<file path="src/rtl/cpu_ctrl_fsm.sv">
// rtl/cpu_ctrl_fsm.sv - multi-cycle RV32I-subset control FSM (optional perf counters: CPU_CTRL_PERF_EN)
module cpu_ctrl_fsm #(
  parameter int DATAWIDTH  = 32,
  parameter bit RESET_HALT = 1'b0
) (
  input  logic                 clk_i,
  input  logic                 rst_i,
  input  logic                 run_i,
  input  logic [DATAWIDTH-1:0] instr_i,
  input  logic                 eq_i,
  input  logic                 lt_i,
  output logic                 imem_re_o,
  output logic                 ir_en_o,
  output logic                 rf_re_o,
  output logic                 rf_we_o,
  output logic [1:0]           wb_sel_o,
  output logic [3:0]           alu_op_o,
  output logic                 alu_b_imm_o,
  output logic                 dmem_re_o,
  output logic                 dmem_we_o,
  output logic                 pc_en_o,
  output logic                 pc_sel_o,
  output logic                 halt_o,
  output logic                 illegal_o,
  output logic [2:0]           state_o
`ifdef CPU_CTRL_PERF_EN
  ,
  output logic [31:0]          cycle_cnt_o,
  output logic [31:0]          instret_cnt_o
`endif
);

  typedef enum logic [2:0] {
    S_FETCH  = 3'd0,
    S_DECODE = 3'd1,
    S_EXEC   = 3'd2,
    S_MEM    = 3'd3,
    S_WB     = 3'd4,
    S_HALT   = 3'd5
  } state_t;

  localparam logic [6:0] OPC_OP     = 7'b0110011;
  localparam logic [6:0] OPC_OPIMM  = 7'b0010011;
  localparam logic [6:0] OPC_LOAD   = 7'b0000011;
  localparam logic [6:0] OPC_STORE  = 7'b0100011;
  localparam logic [6:0] OPC_BRANCH = 7'b1100011;
  localparam logic [6:0] OPC_JAL    = 7'b1101111;
  localparam logic [6:0] OPC_SYSTEM = 7'b1110011;
  localparam logic [DATAWIDTH-1:0] EBREAK = DATAWIDTH'(32'h0010_0073);

  state_t               state, state_nx;
  logic [DATAWIDTH-1:0] ir;
  logic                 illegal, illegal_set, illegal_clr;
  logic [6:0]           opc;
  logic [2:0]           f3;
  logic                 br_ok, taken;
  logic [3:0]           alu_op_dec;
  logic                 b_imm_dec;

  logic imem_re, ir_en, rf_re, rf_we, alu_b_imm, dmem_re, dmem_we, pc_en, pc_sel, halt;
  logic [1:0] wb_sel;
  logic [3:0] alu_op;

  assign opc = ir[6:0];
  assign f3  = ir[14:12];

  // Branch condition and ALU control decoded from the held instruction
  always_comb begin
    br_ok      = 1'b1;
    taken      = 1'b0;
    alu_op_dec = 4'b0000;
    b_imm_dec  = 1'b0;
    case (f3)
      3'b000:  taken = eq_i;
      3'b001:  taken = ~eq_i;
      3'b100:  taken = lt_i;
      3'b101:  taken = ~lt_i;
      default: br_ok = 1'b0;
    endcase
    case (opc)
      OPC_OP:    alu_op_dec = {ir[30], f3};
      OPC_OPIMM: begin
        alu_op_dec = {(f3 == 3'b101) & ir[30], f3};
        b_imm_dec  = 1'b1;
      end
      OPC_LOAD, OPC_STORE, OPC_JAL: b_imm_dec = 1'b1;
      default: ;
    endcase
  end

  // State register; reset drops any in-flight instruction
  always_ff @(posedge clk_i or posedge rst_i) begin
    if (rst_i) state <= RESET_HALT ? S_HALT : S_FETCH;
    else       state <= state_nx;
  end

  // Instruction register and sticky illegal flag
  always_ff @(posedge clk_i or posedge rst_i) begin
    if (rst_i) begin
      ir      <= '0;
      illegal <= 1'b0;
    end else begin
      if (ir_en) ir <= instr_i;
      if (illegal_set)      illegal <= 1'b1;
      else if (illegal_clr) illegal <= 1'b0;
    end
  end

  // Next-state and control outputs; ALU control held through MEM/WB for address and target
  always_comb begin
    state_nx    = state;
    imem_re     = 1'b0;
    ir_en       = 1'b0;
    rf_re       = 1'b0;
    rf_we       = 1'b0;
    wb_sel      = 2'b00;
    alu_op      = 4'b0000;
    alu_b_imm   = 1'b0;
    dmem_re     = 1'b0;
    dmem_we     = 1'b0;
    pc_en       = 1'b0;
    pc_sel      = 1'b0;
    halt        = 1'b0;
    illegal_set = 1'b0;
    illegal_clr = 1'b0;
    case (state)
      S_FETCH: begin
        imem_re  = 1'b1;
        state_nx = S_DECODE;
      end
      S_DECODE: begin
        ir_en    = 1'b1;
        rf_re    = 1'b1;
        state_nx = S_EXEC;
      end
      S_EXEC: begin
        alu_op    = alu_op_dec;
        alu_b_imm = b_imm_dec;
        case (opc)
          OPC_OP, OPC_OPIMM, OPC_JAL: state_nx = S_WB;
          OPC_LOAD, OPC_STORE:        state_nx = S_MEM;
          OPC_BRANCH: begin
            if (br_ok) begin
              pc_en    = 1'b1;
              pc_sel   = taken;
              state_nx = S_FETCH;
            end else begin
              illegal_set = 1'b1;
              state_nx    = S_HALT;
            end
          end
          OPC_SYSTEM: begin
            illegal_set = (ir != EBREAK);
            state_nx    = S_HALT;
          end
          default: begin
            illegal_set = 1'b1;
            state_nx    = S_HALT;
          end
        endcase
      end
      S_MEM: begin
        alu_op    = alu_op_dec;
        alu_b_imm = b_imm_dec;
        if (opc == OPC_STORE) begin
          dmem_we  = 1'b1;
          pc_en    = 1'b1;
          state_nx = S_FETCH;
        end else begin
          dmem_re  = 1'b1;
          state_nx = S_WB;
        end
      end
      S_WB: begin
        alu_op    = alu_op_dec;
        alu_b_imm = b_imm_dec;
        rf_we     = (ir[11:7] != 5'd0);
        pc_en     = 1'b1;
        if (opc == OPC_LOAD) begin
          wb_sel = 2'b01;
        end else if (opc == OPC_JAL) begin
          wb_sel = 2'b10;
          pc_sel = 1'b1;
        end
        state_nx = S_FETCH;
      end
      S_HALT: begin
        halt = 1'b1;
        if (run_i) begin
          illegal_clr = 1'b1;
          state_nx    = S_FETCH;
        end
      end
      default: state_nx = S_HALT;
    endcase
  end

  // Controls are forced low while reset is held so nothing fires during reset
  assign imem_re_o   = imem_re & ~rst_i;
  assign ir_en_o     = ir_en & ~rst_i;
  assign rf_re_o     = rf_re & ~rst_i;
  assign rf_we_o     = rf_we & ~rst_i;
  assign wb_sel_o    = rst_i ? 2'b00 : wb_sel;
  assign alu_op_o    = rst_i ? 4'b0000 : alu_op;
  assign alu_b_imm_o = alu_b_imm & ~rst_i;
  assign dmem_re_o   = dmem_re & ~rst_i;
  assign dmem_we_o   = dmem_we & ~rst_i;
  assign pc_en_o     = pc_en & ~rst_i;
  assign pc_sel_o    = pc_sel & ~rst_i;
  assign halt_o      = halt;
  assign illegal_o   = illegal;
  assign state_o     = state;

`ifdef CPU_CTRL_PERF_EN
  logic [31:0] cycle_cnt, instret_cnt;

  // Active-cycle and retired-instruction counters, frozen in HALT
  always_ff @(posedge clk_i or posedge rst_i) begin
    if (rst_i) begin
      cycle_cnt   <= '0;
      instret_cnt <= '0;
    end else begin
      if (state != S_HALT) cycle_cnt   <= cycle_cnt + 32'd1;
      if (pc_en)           instret_cnt <= instret_cnt + 32'd1;
    end
  end

  assign cycle_cnt_o   = cycle_cnt;
  assign instret_cnt_o = instret_cnt;
`endif

endmodule

</file>
<file path="config.mk">
export PLATFORM = sky130hd
export DESIGN_NAME = cpu_ctrl_fsm
export DESIGN_NICKNAME = d
export VERILOG_FILES = /design/src/rtl/cpu_ctrl_fsm.sv
export SDC_FILE = /design/constraint.sdc
export NUM_CORES = 1
export LEC_CHECK = 0
export BUFFER_PORTS_ARGS = -buffer_cell sky130_fd_sc_hd__buf_4
export CAP_MARGIN = 20
export CORE_MARGIN = 2
export CORE_UTILIZATION = 51
export CTS_CLUSTER_SIZE = 28
export DETAILED_ROUTE_END_ITERATION = 8
export GPL_ROUTABILITY_DRIVEN = 0
export GPL_TIMING_DRIVEN = 0
export HOLD_SLACK_MARGIN = 0.05
export PLACE_DENSITY = 0.83
export SYNTH_ARGS = -nofsm -noshare
export SYNTH_HDL_FRONTEND = slang
export SYNTH_SLANG_ARGS = --single-unit
</file>
<file path="constraint.sdc">
create_clock -name clk_i -period 3.2 [get_ports clk_i]
set_input_delay 0.8 -clock clk_i [delete_from_list [all_inputs] [get_ports clk_i]]
set_output_delay 0.8 -clock clk_i [all_outputs]
set_load 0.02 [all_outputs]
</file>
==> impl_results.md, run 1 <==
* Root buf cell: clkbuf_4
* Via count at 1510
* Cell Chain, Critical Path: buf_4, inv_2, nand2b_4, nor4_4, o21bai_1, buf_4
* CP Class: input port to output port
* Adder-cell share of the synthesized area at 0%
* Setup WS post-layout at 0.268 ns
* Distinct cells, synth at 45
* Post-synthesis instance total at 157
* # diodes at 0
* HPWL after DPL at 3110 µm
* Least-Margin Pin Slew at 0.781 ns
* F_max at 341 MHz
* Post-CTS sizing at 0
* Layout cells sized above 1 at 48.6%
* Crit path max fanout at 39
* Status: finished clean
* Post-synth EDFFs at 0
* GR Util All Layers at 21.5%
* Chip width at 64.3 µm
* Required @ worst endpoint at 2.40 ns
* Site row count at 21
* Crit. Startpoint: rst_i
* Die Ht at 64.3 µm
* Max Cap Violations at 0
* First-pass GRT wire length at 6710 µm
* PortBufs at 56
* Later-pin clock latency in the skew report at 0.34 ns
* Setup crit end kind: output port
* CTS clk-pin slew, worst paths at 0.10 ns
* Slowest stage delay, CP at 0.57 ns
* P&R area growth vs syn at 28.3%
* Final worst path period share at 91.6%
* H-tree depth at 2
* Critical Path Source Type: input port
* Initial antenna violation count at 0
* Post-CTS Hold Buffers at 0
* Post-synthesis compound-gate area fraction at 7.42%
* Clock skew at 0.00727 ns
* Worst Hold Slack at 0.509 ns
* Post-CTS Setup Bufs at 0
* Min-delay src: ir[15]$_DFFE_PP0N_
* Most Used Layer, Global Route: met2
* Leak at 1.09 nW
* Routed wire length at 4030 µm
* Synthesized-area fraction occupied by and/or/nand/nor cells at 20.3%
* Num CTS Buffers at 5
* Initial core utilization at 54.3%
* Main combinational cell family by area after synthesis: simple AND/OR/NAND/NOR gates
* Vias in the first global route at 1481
* Starting DRT DRC Count at 36
* Post-Syn Nets at 194
* Worst Path Arrival at 2.13 ns
* CP delay by family, top: buffers and inverters
* Hold/Removal Path Class: flip-flop to flip-flop
* TritonCTS clock tree: yes
* CP max-delay cell: inv_2
* Final setup fails at 0
* I/O pin count at 57
* Multiplexer area fraction after synthesis at 18.7%
* DR WL/cell at 15.2 µm
* DRC at 0
* Clk buf depth at 2
* Core area at 0.00342 mm²
* Nets at 257
* Fill cell count at 265
* Final Hold Vio Count at 0
* Met1 usage at 25.1%
* Synth Register Bits at 36
* Met2 usage at 36.3%
* Most used DFF post-synth: dfrtp_1
* FFs w/ async S/R, synth at 100%
* VDD IR max at 0.472 mV
* Clk sinks at 36
* R2R Path Start: state_o[2]$_DFFE_PP0P_
* Detail Route Antenna Nets at 0
* Syn Std Cell Area at 0.00186 mm²
* Met3 usage at 5.81%
* Avg Cell Area, Syn at 11.8 µm²
* Largest net degree at the start of global routing at 40
* RSZ-0062 raised after global routing: false
* Die area at 0.00414 mm²
* Final Max Tran Viols at 0
* Final core occ at 69.7%
* Setup WS pre-CTS at 0.208 ns
* Cell mode on critical path: buf_4
* CP Buf/Inv Count at 3
* Slew headroom at 47.9%
* Power per cell area at 893 mW/mm²
* Grt total ovfl at 0
* Drt first pass iters at 5
* Register area share after synthesis at 48.6%
* Post-Synth XOR/XNOR Area at 0.472%
* Yosys warnings at 0
* Post-layout min period at 2.93 ns
* Vias per cell at 5.68
where the power goes:
group | switching, mW | internal, mW
logic | 0.467 | 0.556
registers | 0.190 | 0.692
clock network | 0.139 | 0.0808
worst paths after layout:
check | to | slack [ns] | depth (start not counted)
max in group asynchronous | ir[23]$_DFFE_PP0N_ | 2.07 | 2
hold / removal | ir[15]$_DFFE_PP0N_ | 0.51 | 1
setup reg to reg | ir[29]$_DFFE_PP0N_ | 1.47 | 4
hold reg to reg | ir[15]$_DFFE_PP0N_ | 0.51 | 1
setup / recovery | pc_sel_o | 0.27 | 6
min in group asynchronous | ir[2]$_DFFE_PP0N_ | 0.63 | 2
synth_stat cells (all sizes together), types with 3 or more instances:
| master | instances | area share (%) |
|---|---|---|
| a21oi | 4 | 1.3 |
| dfrtp | 36 | 49 |
| mux2 | 30 | 18 |
| and3 | 3 | 1.0 |
| nand2b | 4 | 1.8 |
| inv | 3 | 0.61 |
| nor3b | 3 | 1.8 |
| and2 | 4 | 1.3 |
| nand4 | 4 | 1.7 |
| nand2 | 9 | 1.8 |
| nor2 | 8 | 1.6 |
| nor4 | 6 | 2.8 |
| nor3 | 3 | 0.81 |
| buf | 8 | 3.7 |
| o21ai | 4 | 1.1 |
sequential cells by signal, indices dropped and copies added, names as in the netlist:
signal     count
state_o        3
ir            32
illegal_o      1
area by class of cell:
type | instances | area, µm² | area share [%]
multi-input combinational | 109 | 871 | 36.6
timing repair buffer | 56 | 420 | 17.7
sequential | 36 | 901 | 37.9
clock inverter | 1 | 5.00 | 0.210
buffer | 9 | 72.6 | 3.05
inverter | 3 | 11.3 | 0.473
tap | 46 | 57.6 | 2.42
clock buffer | 6 | 41.3 | 1.74
cells by family (layout without fill, tap and decap cells):
kind of cell    after synthesis  after routing
simple gates                 57             57
flops                        36             36
mux                          31             31
compound gates               20             20
buf+inv                      12             75
xor+xnor                      1              1
through the flow:
stage                     power (mW)  cells  cell area, µm²  setup TNS [ns]
after floorplan                 1.62    157            1860               0
after global placement          1.85    259            2330          -0.857
after detailed placement        1.92    259            2330               0
after CTS                       2.14    266            2380               0
after global routing            2.28    266            2380               0
final                           2.13    266            2380               0
cell usage in the layout, fill, tap and decap left out, types with 2 or more instances in the layout:
cell | Yosys | routed
mux2_2 | 29 | 29
buf_6 | 3 | 3
o21bai_1 | 2 | 2
nor2b_1 | 2 | 2
and2_1 | 4 | 4
buf_4 | 4 | 60
o31ai_1 | 2 | 2
nand2_1 | 9 | 9
and3b_1 | 2 | 2
nor4_1 | 5 | 5
nor2_1 | 8 | 8
nand4_1 | 3 | 3
and3_1 | 3 | 3
o21ai_0 | 4 | 4
clkbuf_1 | 1 | 2
nand3_1 | 2 | 2
nor3b_1 | 2 | 2
and4b_1 | 2 | 2
clkbuf_4 | 0 | 5
a21oi_1 | 3 | 3
dfrtp_1 | 36 | 36
inv_1 | 3 | 2
nor3_1 | 3 | 3
nand2b_1 | 3 | 3
per-layer routing:
layer | vias up | wire [µm]
li1 | 702 | -
met1 | 738 | 1570
met2 | 58 | 2100
met3 | 12 | 244
met4 | 0 | 121
met5 | - | 0
(Power assumes the default switching activity.)
==> run 2, diff against run 1 <==
ABC_AREA = 1   (was not set)
==> run 2 against run 1 <==
  * Flip-flop and latch count is the same
  * Non-clock buffer count shrank 2
  * Combinational power is essentially flat
  * Utilization is 0.94 points lower
  * Synthesized cell count grew 64%
  * Global-route usage grew 1.1 points
  * Critical path type unchanged
  * Largest cell class unchanged
==> impl_results.md, run 2 <==
* Hold/Removal Path Class: flip-flop to flip-flop (unchanged)
* P&R area growth vs syn at 29.9% (was 28.3%)
* I/O pin count at 57 (unchanged)
* Top reg by flops: ir (unchanged)
* CTS clk-pin slew, worst paths at 0.07 ns (was 0.10 ns)
* Final Max Tran Viols at 0 (unchanged)
* Routed wire length at 4270 µm (was 4030 µm)
* Post-layout min period at 2.81 ns (was 2.93 ns)
* Num CTS Buffers at 5 (unchanged)
* Clk sinks at 36 (unchanged)
* DRC at 0 (unchanged)
* Post-CTS Setup Bufs at 0 (unchanged)
* Nets at 359 (was 257)
* Worst Path Arrival at 2.01 ns (was 2.13 ns)
* Layout cells sized above 1 at 29.1% (was 48.6%)
* Final setup fails at 0 (unchanged)
* Clk buf depth at 2 (unchanged)
* Setup crit end kind: output port (unchanged)
* First-pass GRT wire length at 7400 µm (was 6710 µm)
* Met2 usage at 37.4% (was 36.3%)
* Final worst path period share at 87.8% (was 91.6%)
* Met3 usage at 6.16% (was 5.81%)
* Critical Path Source Type: input port (unchanged)
* CP Class: input port to output port (unchanged)
* Die area at 0.00428 mm² (was 0.00414 mm²)
* Most frequent cells in the layout: buf_4 (57), nor2_1 (55), nand2_1 (44) (was buf_4 (60), dfrtp_1 (36), mux2_2 (29))
* Worst hold path depth at 2 (was 1)
* Grt total ovfl at 0 (unchanged)
* Slew headroom at 41.0% (was 47.9%)
* Initial core utilization at 52.9% (was 54.3%)
* Power per cell area at 846 mW/mm² (was 893 mW/mm²)
* RSZ-0062 raised after global routing: false (unchanged)
* Top cell types by occurrence after synthesis: nor2_1 (55), nand2_1 (44), inv_1 (38), dfrtp_1 (36), a21oi_1 (32) (was dfrtp_1 (36), mux2_2 (29), nand2_1 (9), nor2_1 (8), nor4_1 (5))
* VDD IR max at 0.440 mV (was 0.472 mV)
* DR WL/cell at 11.5 µm (was 15.2 µm)
* Detail Route Antenna Nets at 0 (unchanged)
* Later-pin clock latency in the skew report at 0.29 ns (was 0.34 ns)
* Post-synth EDFFs at 0 (unchanged)
* Via count at 1823 (was 1510)
* Clock skew at 0.00364 ns (was 0.00727 ns)
* Max reg flops at 32 (unchanged)
* Leading cell type in the layout, fill and taps excluded: buf_4 (unchanged)
* Root buf cell: clkbuf_8 (was clkbuf_4)
* GR Util All Layers at 22.6% (was 21.5%)
* Final setup TNS at 0 ns (unchanged)
* Crit path max fanout at 20 (was 39)
* Status: finished clean (unchanged)
* Post-CTS Hold Buffers at 0 (unchanged)
* Synth area leader: dfrtp_1 (unchanged)
* Final Hold Vio Count at 0 (unchanged)
* # diodes at 0 (unchanged)
* Worst setup path end: pc_sel_o (unchanged)
* Vias per cell at 4.91 (was 5.68)
* FF-to-FF End: state_o[2]$_DFFE_PP0P_ (was ir[29]$_DFFE_PP0N_)
* Yosys warnings at 0 (unchanged)
* Synth top area share at 46.8% (was 48.6%)
* Max Cap Violations at 0 (unchanged)
* Avg Cell Area, Syn at 7.45 µm² (was 11.8 µm²)
* F_max at 356 MHz (was 341 MHz)
* Synth Register Bits at 36 (unchanged)
* Leak at 1.33 nW (was 1.09 nW)
* Final core occ at 68.7% (was 69.7%)
* Most instantiated library cell after synthesis: nor2_1 (was dfrtp_1)
* Largest net degree at the start of global routing at 21 (was 40)
* Required @ worst endpoint at 2.40 ns (about the same)
* Top cells by area, synth: dfrtp_1 (47%), nor2_1 (11%), nand2_1 (8.6%), a21oi_1 (8.3%), inv_1 (7.4%) (was dfrtp_1 (49%), mux2_2 (18%), nand2_1 (1.8%), buf_6 (1.8%), nor4_1 (1.7%))
* Die Ht at 65.4 µm (was 64.3 µm)
* H-tree depth at 2 (unchanged)
* HPWL after DPL at 3240 µm (was 3110 µm)
* Distinct cells, synth at 22 (was 45)
* R2r worst-path depth at 6 (was 4)
* TritonCTS clock tree: yes (unchanged)
* Crit. Startpoint: rst_i (unchanged)
* Post-synthesis instance total at 258 (was 157)
* R2R Path Start: ir[2]$_DFFE_PP0N_ (was state_o[2]$_DFFE_PP0P_)
* Starting DRT DRC Count at 106 (was 36)
* Vias in the first global route at 1707 (was 1481)
* Worst Hold Slack at 0.489 ns (was 0.509 ns)
* Site row count at 22 (was 21)
* Least-Margin Pin Slew at 0.880 ns (was 0.781 ns)
* Drt first pass iters at 4 (was 5)
* Chip width at 65.4 µm (was 64.3 µm)
* Post-Syn Nets at 295 (was 194)
* PortBufs at 56 (unchanged)
* Initial antenna violation count at 0 (unchanged)
* Register area share after synthesis at 46.8% (was 48.6%)
* Most used DFF post-synth: dfrtp_1 (unchanged)
* Fill cell count at 331 (was 265)
* Core area at 0.00363 mm² (was 0.00342 mm²)
* Met1 usage at 29.9% (was 25.1%)
* FF-to-FF setup slack at 1.87 ns (was 1.47 ns)
* FFs w/ async S/R, synth at 100% (unchanged)
* Syn Std Cell Area at 0.00192 mm² (was 0.00186 mm²)
* Most Used Layer, Global Route: met2 (unchanged)
==> run 2: where the power goes <==
| group | switching [mW] | leakage [nW] | internal (mW) |
|---|---|---|---|
| clock | 0.161 | 0.0424 | 0.155 |
| sequential | 0.112 | 0.401 | 0.683 |
| combinational | 0.638 | 0.886 | 0.365 |
==> run 2: what timing repair did <==
action                     4_1_cts  5_1_grt
setup endpoints to repair        2        0
hold endpoints to repair         0        0
resized for setup                0        0
==> run 2: how the worst min path moves through the flow <==
| stage | start | to | slack [ns] |
|---|---|---|---|
| after global placement | illegal_o$_DFFE_PP0P_ | illegal_o$_DFFE_PP0P_ | 0.47 |
| after CTS | illegal_o$_DFFE_PP0P_ | illegal_o$_DFFE_PP0P_ | 0.49 |
| after global routing | ir[21]$_DFFE_PP0N_ | ir[21]$_DFFE_PP0N_ | 0.53 |
| after detailed placement | illegal_o$_DFFE_PP0P_ | illegal_o$_DFFE_PP0P_ | 0.47 |
| after floorplan | ir[20]$_DFFE_PP0N_ | ir[20]$_DFFE_PP0N_ | 0.48 |
| final | illegal_o$_DFFE_PP0P_ | illegal_o$_DFFE_PP0P_ | 0.49 |
==> run 2: cell families after synthesis <==
kind of cell | synth area share (%)
muxes | 1.76
DFF | 46.8
buffers and inverters | 10.5
and+or+nand+nor | 28.6
AOI/OAI and AO/OA | 12.2
==> run 2: final cells by class <==
cell class	instances	area, µm²	share of cell area (%)
buffer	7	37.5	1.50
clock buffer	7	76.3	3.06
clock inverter	1	8.76	0.351
inverter	44	169	6.76
multi-input combinational	171	820	32.8
sequential	36	901	36.1
tap	48	60.1	2.40
timing repair buffer	56	420	16.8
timing repair inverter	1	5.00	0.200
==> run 2: worst max-delay path: stages <==
cell	delay, ns
buf_4	0.15
clkinvlp_4	0.40
nand2_1	0.35
o21ai_0	0.13
buf_4	0.17
==> run 2: per-stage QoR <==
| stage | power, mW | cells | setup slack, ns | cell area [µm²] |
|---|---|---|---|---|
| global route | 2.31 | 371 | 0.282 | 2500 |
| finish | 2.11 | 371 | 0.389 | 2500 |
| CTS | 2.13 | 371 | 0.362 | 2500 |
| global placement | 1.76 | 362 | -0.0404 | 2410 |
| detailed placement | 1.81 | 362 | -0.0530 | 2410 |
| floorplan | 1.52 | 258 | 0.469 | 1930 |
==> run 2: routing by layer <==
metal  vias up  part of all wire, %
met5         -                    0
met4         0                 0.59
met3         4                  6.5
met2        54                   48
met1       832                   45
li1        933                    -
